### src/rtl/pe_start_sequencer_pkg.sv
// Shared types and defaults for the PE start sequencer.
// Holds the FSM state encoding and the default parameter values.
package pe_start_sequencer_pkg;

  localparam int DEF_DATA_WIDTH = 1;
  localparam int DEF_CNT_WIDTH  = 32;

  typedef enum logic [1:0] {
    IDLE  = 2'd0,
    START = 2'd1,
    RUN   = 2'd2,
    DONE  = 2'd3
  } state_e;

endpackage

### src/rtl/pe_start_sequencer.sv
// Pops a start token, runs one PE iteration over ap_ctrl_hs,
// then forwards the token to the done FIFO and counts the iteration.
module pe_start_sequencer
  import pe_start_sequencer_pkg::*;
#(
  parameter int DATA_WIDTH = DEF_DATA_WIDTH,
  parameter int CNT_WIDTH  = DEF_CNT_WIDTH
) (
  input  logic                  ap_clk,
  input  logic                  ap_rst,
  input  logic                  in_empty_n,
  output logic                  in_read,
  input  logic [DATA_WIDTH-1:0] in_dout,
  output logic                  pe_ap_start,
  input  logic                  pe_ap_ready,
  input  logic                  pe_ap_done,
  output logic                  pe_ap_continue,
  input  logic                  out_full_n,
  output logic                  out_write,
  output logic [DATA_WIDTH-1:0] out_din,
  output logic [CNT_WIDTH-1:0]  iter_count,
  output logic                  busy
);

  state_e                state;
  state_e                state_nxt;
  logic [DATA_WIDTH-1:0] token;
  logic                  take;
  logic                  give;

  // Handshake outputs are masked during reset so no FIFO moves.
  assign take = !ap_rst && (state == IDLE) && in_empty_n;
  assign give = !ap_rst && (state == DONE) && out_full_n;

  assign in_read        = take;
  assign pe_ap_start    = !ap_rst && (state == START);
  assign pe_ap_continue = give;
  assign out_write      = give;
  assign out_din        = token;
  assign busy           = (state != IDLE);

  always_comb begin
    state_nxt = state;
    unique case (state)
      IDLE: begin
        if (in_empty_n) state_nxt = START;
      end
      START: begin
        if (pe_ap_ready)
          state_nxt = pe_ap_done ? DONE : RUN;
      end
      RUN: begin
        if (pe_ap_done) state_nxt = DONE;
      end
      DONE: begin
        if (out_full_n) state_nxt = IDLE;
      end
      default: state_nxt = IDLE;
    endcase
  end

  always_ff @(posedge ap_clk) begin
    if (ap_rst) begin
      state      <= IDLE;
      token      <= '0;
      iter_count <= '0;
    end else begin
      state <= state_nxt;
      if (take) token <= in_dout;
      if (give) iter_count <= iter_count + CNT_WIDTH'(1);
    end
  end

endmodule

### config.mk
export PLATFORM = sky130hd
export DESIGN_NAME = pe_start_sequencer
export DESIGN_NICKNAME = d
export VERILOG_FILES = /design/src/rtl/pe_start_sequencer_pkg.sv /design/src/rtl/pe_start_sequencer.sv
export SDC_FILE = /design/constraint.sdc
export NUM_CORES = 1
export LEC_CHECK = 0
export BUFFER_PORTS_ARGS = -buffer_cell sky130_fd_sc_hd__clkbuf_2
export CORE_MARGIN = 8
export CORE_UTILIZATION = 45
export CTS_BUF_LIST = sky130_fd_sc_hd__clkbuf_2
export DETAILED_ROUTE_END_ITERATION = 10
export PLACE_DENSITY = 0.69
export RECOVER_POWER = 25
export SLEW_MARGIN = 20
export SYNTH_ARGS = -nofsm -noshare
export SYNTH_HDL_FRONTEND = slang
export SYNTH_SLANG_ARGS = --single-unit
### constraint.sdc
create_clock -name ap_clk -period 6.46 [get_ports ap_clk]
set_clock_uncertainty 0.1 [all_clocks]
set_input_delay 0 -clock ap_clk [delete_from_list [all_inputs] [get_ports ap_clk]]
set_output_delay 0 -clock ap_clk [all_outputs]
set_load 0.05 [all_outputs]
# After elaboration in Yosys (flattened, before gate mapping)
# Index checks and enable logic that the tools add are counted.
[word_totals] inputBits=7 register_bits=35 output_inout_bits=38 word_cells=26
[op_classes] n_eq_ne=7 n_addsub=1 n_reduce_logical=9 n_mux=6
[ops] cell="$add A32 B1 Y32 const B" n=1
[ops] cell="$mux W2" n=4
[ops] cell="$ne A2 B2 Y1 const B" n=4
[ops] cell="$pmux W2 S4" n=1
[ops] cell="$logic_and A1 B1 Y1" n=5
[ops] cell="$eq A2 B2 Y1 const B" n=2
[ops] cell="$reduce_and A4 Y1" n=1
[ops] cell="$eq A2 B1 Y1 const B" n=1
[ops] cell="$logic_not A2 Y1" n=1
[ops] cell="$reduce_bool A2 Y1" n=1
[ops] cell="$logic_not A1 Y1" n=1
[ops] cell="$mux W1" n=1

# Logic depth before layout (Yosys ltp)
# Gate-level depths: netlist (run 1).
[logic_depth] word_depth=3 depth_mapped=6 depth_no_buf=6

# Least setup slack after synthesis (run 1)
# OpenSTA, ideal clock, no wires.
[synth_path] path_type="register to register" from="register iter_count[5]" to="register iter_count[26]" setup_slack_ps=4059 synth_period_minus_slack_ps=2401 path_stages_with_launch=7 setup_time_ps=123 path_buffers=2 t_arrival_ps=2178 required_time_ps=6237 cell_sequence="dfxtp_1 > nand4_4 > or3_1 > buf_2 > buf_6 > nor4_4 > mux2_1"
[synth_between] elab_chain_cells=1
[synth_rtl] item="start: declaration" line="pe_start_sequencer.sv:21" source="output logic [CNT_WIDTH-1:0] iter_count,"
[synth_rtl] item="start signal: assignment" line="pe_start_sequencer.sv:70" source="if (give) iter_count <= iter_count + CNT_WIDTH'(1);"
[synth_rtl] item="$add A32 B1 Y32" line="pe_start_sequencer.sv:70"
# Every way passes these cells.
# A chain may end at the register's enable or synchronous reset.

# Final worst setup path (run 1)
[layout_path] from="register state[1]" to="register iter_count[24]"
[layout_between] elab_chain_cells=3
[layout_rtl] item="start: declaration" line="pe_start_sequencer.sv:25" source="state_e state;"
[layout_rtl] item="start signal: assignment" line="pe_start_sequencer.sv:68" source="state <= state_nxt;"
[layout_rtl] item="$eq A2 B2 Y1" line="pe_start_sequencer.sv:33" source="assign give = !ap_rst && (state == DONE) && out_full_n;"
[layout_rtl] item="$logic_and A1 B1 Y1 (2 in series)" line="pe_start_sequencer.sv:33"
# Every way passes these cells.

==> key figures, run 1 <==
Global routing
  • Grt met3 use: 4.97%
  • Largest net degree at the start of global routing: 51
  • Met2 usage: 22.9%
  • First-pass GRT wire length: between 7 and 8 mm
  • All-Layer GR Usage: 13.9%
  • Most Crowded Layer GR: met2
  • Grt met1 use: 16.9%
  • Number of global-route vias before repair: around 1600
  • Initial antenna violation count: 0
  • Overflow after GRT: 0

Yosys
  • Top-count cell post-synth: dfxtp_1
  • Synth Net Count: 237
  • Top cells by count, synth: 35 x dfxtp_1, 24 x nor2_1, 17 x nand3_1
  • Syn. warnings: 0
  • Post-synthesis area per instance: ~8.5 um^2
  • Post-Synthesis Cell Area: between 1500 and 2000 um^2
  • Largest family of logic cells by synthesized area: simple AND/OR/NAND/NOR gates
  • Number of synthesized flops with an enable pin: 0
  • Commonest register cell after synthesis: dfxtp_1
  • Area contributors post-synth: dfxtp_1 37%, mux2_2 4.7%, nor2_1 4.7%
  • #FFs+latches synth: 35
  • Synth Area in XOR/XNOR: between 4 and 5%
  • Post-Synth Simple-Gate Area: between 30% and 40%
  • Mux share of post-synthesis cell area: 6.97%
  • Synth area leader: dfxtp_1
  • Synth top area share: a little under two fifths
  • Post-synthesis adder-cell area fraction: under 10%
  • Compound-Gate Fraction of Synth Area: approximately 8%
  • Synth cell types: 39
  • Mapped Cells: around 220
  • Ys async rst share: 0%
  • Post-synthesis sequential area ratio: 36.8%

Critical path
  • Crit. Startpoint: state[1]
  • Delay-heaviest family, CP: simple AND/OR/NAND/NOR gates
  • CP Capture Point: iter_count[24]
  • Crit path cell chain: ha_1 > and4b_1 > nand3_1 > nor4_1 > mux2_2
  • CP bufs+invs: 0
  • Worst reg-to-reg path cell count: 5
  • Worst-path maximum fanout: 14
  • CP Class: flop to flop
  • Startpoint Class: flop
  • CP endpoint kind: flop
  • Worst R2R End: iter_count[24]
  • RR Startpoint: state[1]
  • CP max-delay cell: nand3_1
  • Reg-to-reg slack, setup: a little over 4000 ps
  • CP peak stage delay: between 400 and 500 ps
  • WP depth: 5
  • CP arrival: 2600 ps
  • WP data required: roughly 6700 ps

Worst hold path
  • Hold/Removal Path Class: input port to flop

STA
  • Final slew viol count: 0
  • Final hold vios: 0
  • Peak Freq: roughly 420 MHz
  • Worst Setup Slack, final: 4060 ps
  • Slew at the pin closest to its max-slew limit: about 900 ps
  • Min Clock Period, post-route: 2400 ps
  • Sum Neg Setup Slack: 0 ps
  • Final Cycle Share: a little under two fifths
  • Final setup violation count: 0
  • Worst slew margin: between 30 and 40%
  • RSZ-0062 raised after global routing: false

Route
  • DR iter-0 viols: between 70 and 80
  • Drt pass-1 iters: 4
  • Total wire length: between 4 and 5 mm
  • ANT nets after route: 0
  • Post-route DRC violation count: 0
  • Routed len/inst: roughly 14 um
  • Via count of the routed design: 1717
  • Number of vias per cell: 5.40

Final layout
  • Final net count: 280
  • Diode count: 0
  • Ratio of cells with drive above 1 in the final layout: roughly 17%
  • Layout fillers: around 410
  • Synth-to-Final Area Change: 15.0%
  • Fin util: between 50% and 60%

Placed design
  • Detail Placement HPWL: ~3.1 mm
  • DP Worst Slack: about 4000 ps
  • Placer Congestion: ~0.73
  • IO Port Bufs: 44

Power and ir drop
  • P per Cell Area: about 210 nW/um^2
  • Maximum VDD drop: around 0.00028 V
  • Lkg Pwr: approximately 0.82 nW
  • Pwr Total: approximately 0.46 mW

Clock tree
  • CTS tree: done
  • H-tree Lvls: 2
  • Clk Latency, worst-skew pair: a little under 400 ps
  • CTS Sinks: 35
  • Reg clk slew, reported paths: ~170 ps
  • Clk root buf: clkbuf_2
  • Total CTS buffers: 5
  • Post-cts resize count: 0
  • Clk buf depth: 2

Status
  • Outcome: complete, no violations

Floorplan
  • Io pins: 45
  • DIE WIDTH: 81.0 um
  • Initial core utilization: ~47%
  • Rows: 23
  • Die Footprint: 6570 um^2
  • Placeable Area: 4030 um^2
  • Die Ht: about 80 um

Job
  • Max-cap violations: 0
[cells in the final DEF (no fill, tap or decap), types with 2 or more instances in the layout]
master         instances
a21oi_1               13
and4_1                 3
clkbuf_1              18
clkbuf_2              32
clkinv_1               2
dfxtp_1               35
dlygate4sd3_1          5
ha_1                   6
inv_1                  7
mux2_1                 2
mux2_2                 8
mux2i_1                2
nand2_1               15
nand2b_1               4
nand3_1               17
nand4_1                4
nor2_1                24
nor2b_1               11
nor3_1                 4
nor4_1                11
nor4_4                 2
o21ai_0                6
o31ai_1                6
or3_1                  5
or4_1                  7
xnor2_1                6
xor2_1                 3
[kinds of logic after synthesis]
| group | after synthesis |
|---|---|
| xor+xnor | 9 |
| mux | 12 |
| buf+inv | 20 |
| compound gates | 27 |
| simple gates | 115 |
| flops | 35 |
| fa+ha+maj | 6 |
[worst register-to-register path, delay by kind of cell (launching register included)]
family | cells | cell delay [ps]
and+or+nand+nor | 3 | 1150
muxes | 1 | 370
adders and majority gates | 1 | 270
DFF | 1 | 430
[area by class of cell]
type	instances	area, um^2	area share, %
Clock inverter	2	7.51	0.343
Sequential cell	35	701	32.0
Timing Repair Buffer	49	248	11.3
Clock buffer	6	30.0	1.37
Inverter	7	26.3	1.20
Multi-Input combinational cell	169	1110	50.9
Tap cell	50	62.6	2.86
[metal layers]
layer,part of all wire (%),wire length (um)
met2,48,2080
met3,5.9,257
met1,45,1940
met4,0.86,37
met5,0,0
[stage by stage]
| stage | hold WS, ps | cell area (um^2) | cells |
|---|---|---|---|
| 2_1_floorplan | 47.5 | 1900 | 224 |
| 3_3_place_gp | 145 | 2120 | 305 |
| 3_5_place_dp | 151 | 2120 | 305 |
| 4_1_cts | 45.0 | 2210 | 318 |
| 5_1_grt | 61.3 | 2190 | 318 |
| 6_report | 47.1 | 2190 | 318 |
[registers in the layout, indices dropped and copies added, names as in the netlist]
name / count
iter_count: 32
state: 2
out_din: 1
[power by group]
group / leakage, nW / internal [mW] / switching, mW / total [mW]
clock network: 0.0281 / 0.0260 / 0.0738 / 0.0998
logic: 0.507 / 0.0442 / 0.0867 / 0.131
registers: 0.282 / 0.224 / 0.00864 / 0.233
[repair_timing]
action / in CTS / in global routing
hold buffers: 5 / 0
buffers inserted: 0 / 0
endpoints found under the hold margin: 6 / 0
[worst min path at each step]
stage                startpoint        to  slack (ps)  depth (start not counted)
floorplan               in_dout   out_din          50                          2
global placement        in_dout   out_din         140                          3
detailed placement      in_dout   out_din         150                          3
CTS                 pe_ap_ready  state[1]          50                          5
global route         in_empty_n  state[1]          60                          4
finish               in_empty_n  state[1]          50                          4
Power figures use the tool's default switching activity.
==> inputs of run 2 (changes only) <==
--- a/config.mk
+++ b/config.mk
@@ -10,7 +10,7 @@
 export CORE_UTILIZATION = 45
 export CTS_BUF_LIST = sky130_fd_sc_hd__clkbuf_2
 export DETAILED_ROUTE_END_ITERATION = 10
-export PLACE_DENSITY = 0.69
+export PLACE_DENSITY = 0.71
 export RECOVER_POWER = 25
 export SLEW_MARGIN = 20
 export SYNTH_ARGS = -nofsm -noshare
==> constraint.sdc (replaced) <==
create_clock -name ap_clk -period 2 [get_ports ap_clk]
set_clock_uncertainty 0.1 [all_clocks]
set_input_delay 0 -clock ap_clk [delete_from_list [all_inputs] [get_ports ap_clk]]
set_output_delay 0 -clock ap_clk [all_outputs]
set_load 0.05 [all_outputs]
==> run 2 against run 1 <==
Net effect: non-clock buffer count increased by 18; critical path depth increased by 1; setup slack got worse by 4000 ps; hold slack got worse by 8.5 ps; critical path type unchanged; critical endpoint is now iter_count[28]; largest cell class unchanged.
==> key figures, run 2 (synthesized netlist as in run 1, its figures left out) <==
Final layout
  • Commonest cells after routing, fill and taps aside: 37 x clkbuf_2, 24 x nor2_1, 16 x clkbuf_1
  • Top reg by flops: iter_count
  • Synth-to-Final Area Change: 30.4%
  • Commonest non-fill, non-tap cell in the layout: clkbuf_2
  • Final net count: 298
  • Fin util: between 60 and 70%
  • Ratio of cells with drive above 1 in the final layout: a little over a third
  • Diode count: 0
  • Final non-filler cell total: approximately 340
  • Number of flip-flops under the largest register name: 32

Critical path
  • Reg-to-reg slack, setup: 80 ps
  • RR Startpoint: state[0]
  • CP endpoint kind: flop
  • CP arrival: 2090 ps
  • CP bufs+invs: 1
  • Delay-heaviest family, CP: simple AND/OR/NAND/NOR gates
  • Startpoint Class: flop
  • Crit path cell chain: ha_4 > and4b_1 > nand3_1 > buf_4 > nor4_4 > mux2_1
  • Worst reg-to-reg path cell count: 6
  • CP peak stage delay: approximately 390 ps
  • Worst-path maximum fanout: 4
  • Worst R2R End: iter_count[28]
  • CP max-delay cell: dfxtp_2
  • CP Class: flop to flop
  • Crit. Startpoint: state[0]
  • WP data required: around 2200 ps

Power and ir drop
  • Sw Ratio: between 30% and 40%
  • Clk pwr share: 21.3%
  • Switch Pwr: 0.559 mW
  • Internal: approximately 0.98 mW
  • P per Cell Area: ~620 nW/um^2
  • Lkg Pwr: 0.990 nW
  • Flop pwr share: a little under half
  • Logic pwr share: between 30% and 40%
  • Maximum VDD drop: around 0.00076 V

Global routing
  • Grt met3 use: a little under 4%
  • Initial antenna violation count: 0
  • Largest net degree at the start of global routing: between 40 and 50
  • Most Crowded Layer GR: met2
  • Number of global-route vias before repair: around 1700
  • First-pass GRT wire length: around 7.7 mm
  • All-Layer GR Usage: between 10% and 20%
  • Grt met1 use: approximately 17%
  • Overflow after GRT: 0
  • Met2 usage: between 20% and 30%

Clock tree
  • Clk buf depth: 2
  • CTS Sinks: 35
  • Total CTS buffers: 5
  • CTS tree: done
  • Clk root buf: clkbuf_2
  • Reg clk slew, reported paths: around 180 ps
  • Clk Latency, worst-skew pair: about 380 ps
  • H-tree Lvls: 2

Route
  • Via count of the routed design: approximately 1800
  • ANT nets after route: 0
  • Post-route DRC violation count: 0
  • DR iter-0 viols: 147
  • Number of vias per cell: between 5 and 6
  • Total wire length: 4.83 mm
  • Routed len/inst: between 10 and 15 um
  • Drt pass-1 iters: 4

Placed design
  • IO Port Bufs: 44
  • Detail Placement HPWL: approximately 3.5 mm
  • DP Cell Count: approximately 320
  • Placer Congestion: slightly above 0.8

Floorplan
  • Die Footprint: 6570 um^2
  • Rows: 23
  • Placeable Area: ~4000 um^2
  • Initial core utilization: 47.2%
  • Io pins: 45
  • DIE WIDTH: around 81 um
  • Die Ht: between 80 and 90 um

Worst hold path
  • Hold EP: state[0]
  • Min-delay src: pe_ap_ready
  • Cells on Worst Hold Path: 5
  • Hold/Removal Path Class: input port to flop

STA
  • Final setup violation count: 0
  • Min Clock Period, post-route: between 1500 and 2000 ps
  • Final slew viol count: 0
  • Slew at the pin closest to its max-slew limit: between 600 and 700 ps
  • Final Cycle Share: 96.2%
  • Worst slew margin: roughly 57%
  • Peak Freq: 520 MHz
  • RSZ-0062 raised after global routing: true
  • Final hold vios: 0

Job
  • Max-cap violations: 0

Status
  • Outcome: complete, no violations
run 2: changes by cell type in the layout (fill, tap and decap cells not counted), moves of 4 or more:
cell / before / now
dfxtp_1: 35 / 11
buf_4: 0 / 15
dfxtp_2: 0 / 12
dfxtp_4: 0 / 12
clkbuf_2: 32 / 37
nor4_1: 11 / 7
run 2: worst max path at each step:
stage                endpoint  cells after the start
5_1_grt        iter_count[16]                      5
4_1_cts        iter_count[22]                      6
2_1_floorplan  iter_count[29]                      5
6_report       iter_count[28]                      6
3_3_place_gp   iter_count[29]                      4
3_5_place_dp   iter_count[31]                      4
run 2: worst reg2reg max path, cell delays in order, from the launching register on:
cell	delay (ps)
dfxtp_2	390
ha_4	130
and4b_1	220
nand3_1	200
buf_4	230
nor4_4	200
mux2_1	340
run 2: per-layer routing:
metal	up-vias	wire [um]
li1	923	-
met4	0	72
met5	-	0
met3	5	205
met1	854	2130
met2	34	2420
run 2: layout make-up:
cell class / instances / area, um^2
inverters: 7 / 26.3
well taps: 50 / 62.6
fillers: 367 / 1550
flip-flops and latches: 35 / 761
multi-input cells: 169 / 1190
repair buffers: 67 / 399
clock buffers: 8 / 40.0
run 2: repair_timing:
| action | CTS | global route |
|---|---|---|
| gates resized for setup | 2 | 12 |
| hold buffers | 5 | 0 |
| setup buffers | 0 | 0 |
| endpoints found under the hold margin | 6 | 0 |
| setup endpoints to repair | 5 | 14 |
| pin swaps | 0 | 3 |
run 2: power by group through the flow:
stage	clock network, mW	logic [mW]	registers [mW]
6_report	0.329	0.476	0.738
5_1_grt	0.378	0.520	0.744
4_1_cts	0.348	0.480	0.726
2_1_floorplan	0	0.312	0.766
3_5_place_dp	0	0.464	0.741
3_3_place_gp	0	0.452	0.739
run 2: stage by stage:
stage / area [um^2] / hold slack [ps] / TNS [ps] / power [mW] / setup WS, ps
2_1_floorplan: 1990 / 47.5 / -57.4 / 1.08 / -28.7
3_3_place_gp: 2340 / 145 / 0 / 1.19 / 23.9
3_5_place_dp: 2340 / 147 / -113 / 1.20 / -75.0
4_1_cts: 2440 / 23.5 / 0 / 1.55 / 1.37
5_1_grt: 2480 / 19.2 / -9.82 / 1.64 / -6.41
6_report: 2480 / 38.6 / 0 / 1.54 / 75.5
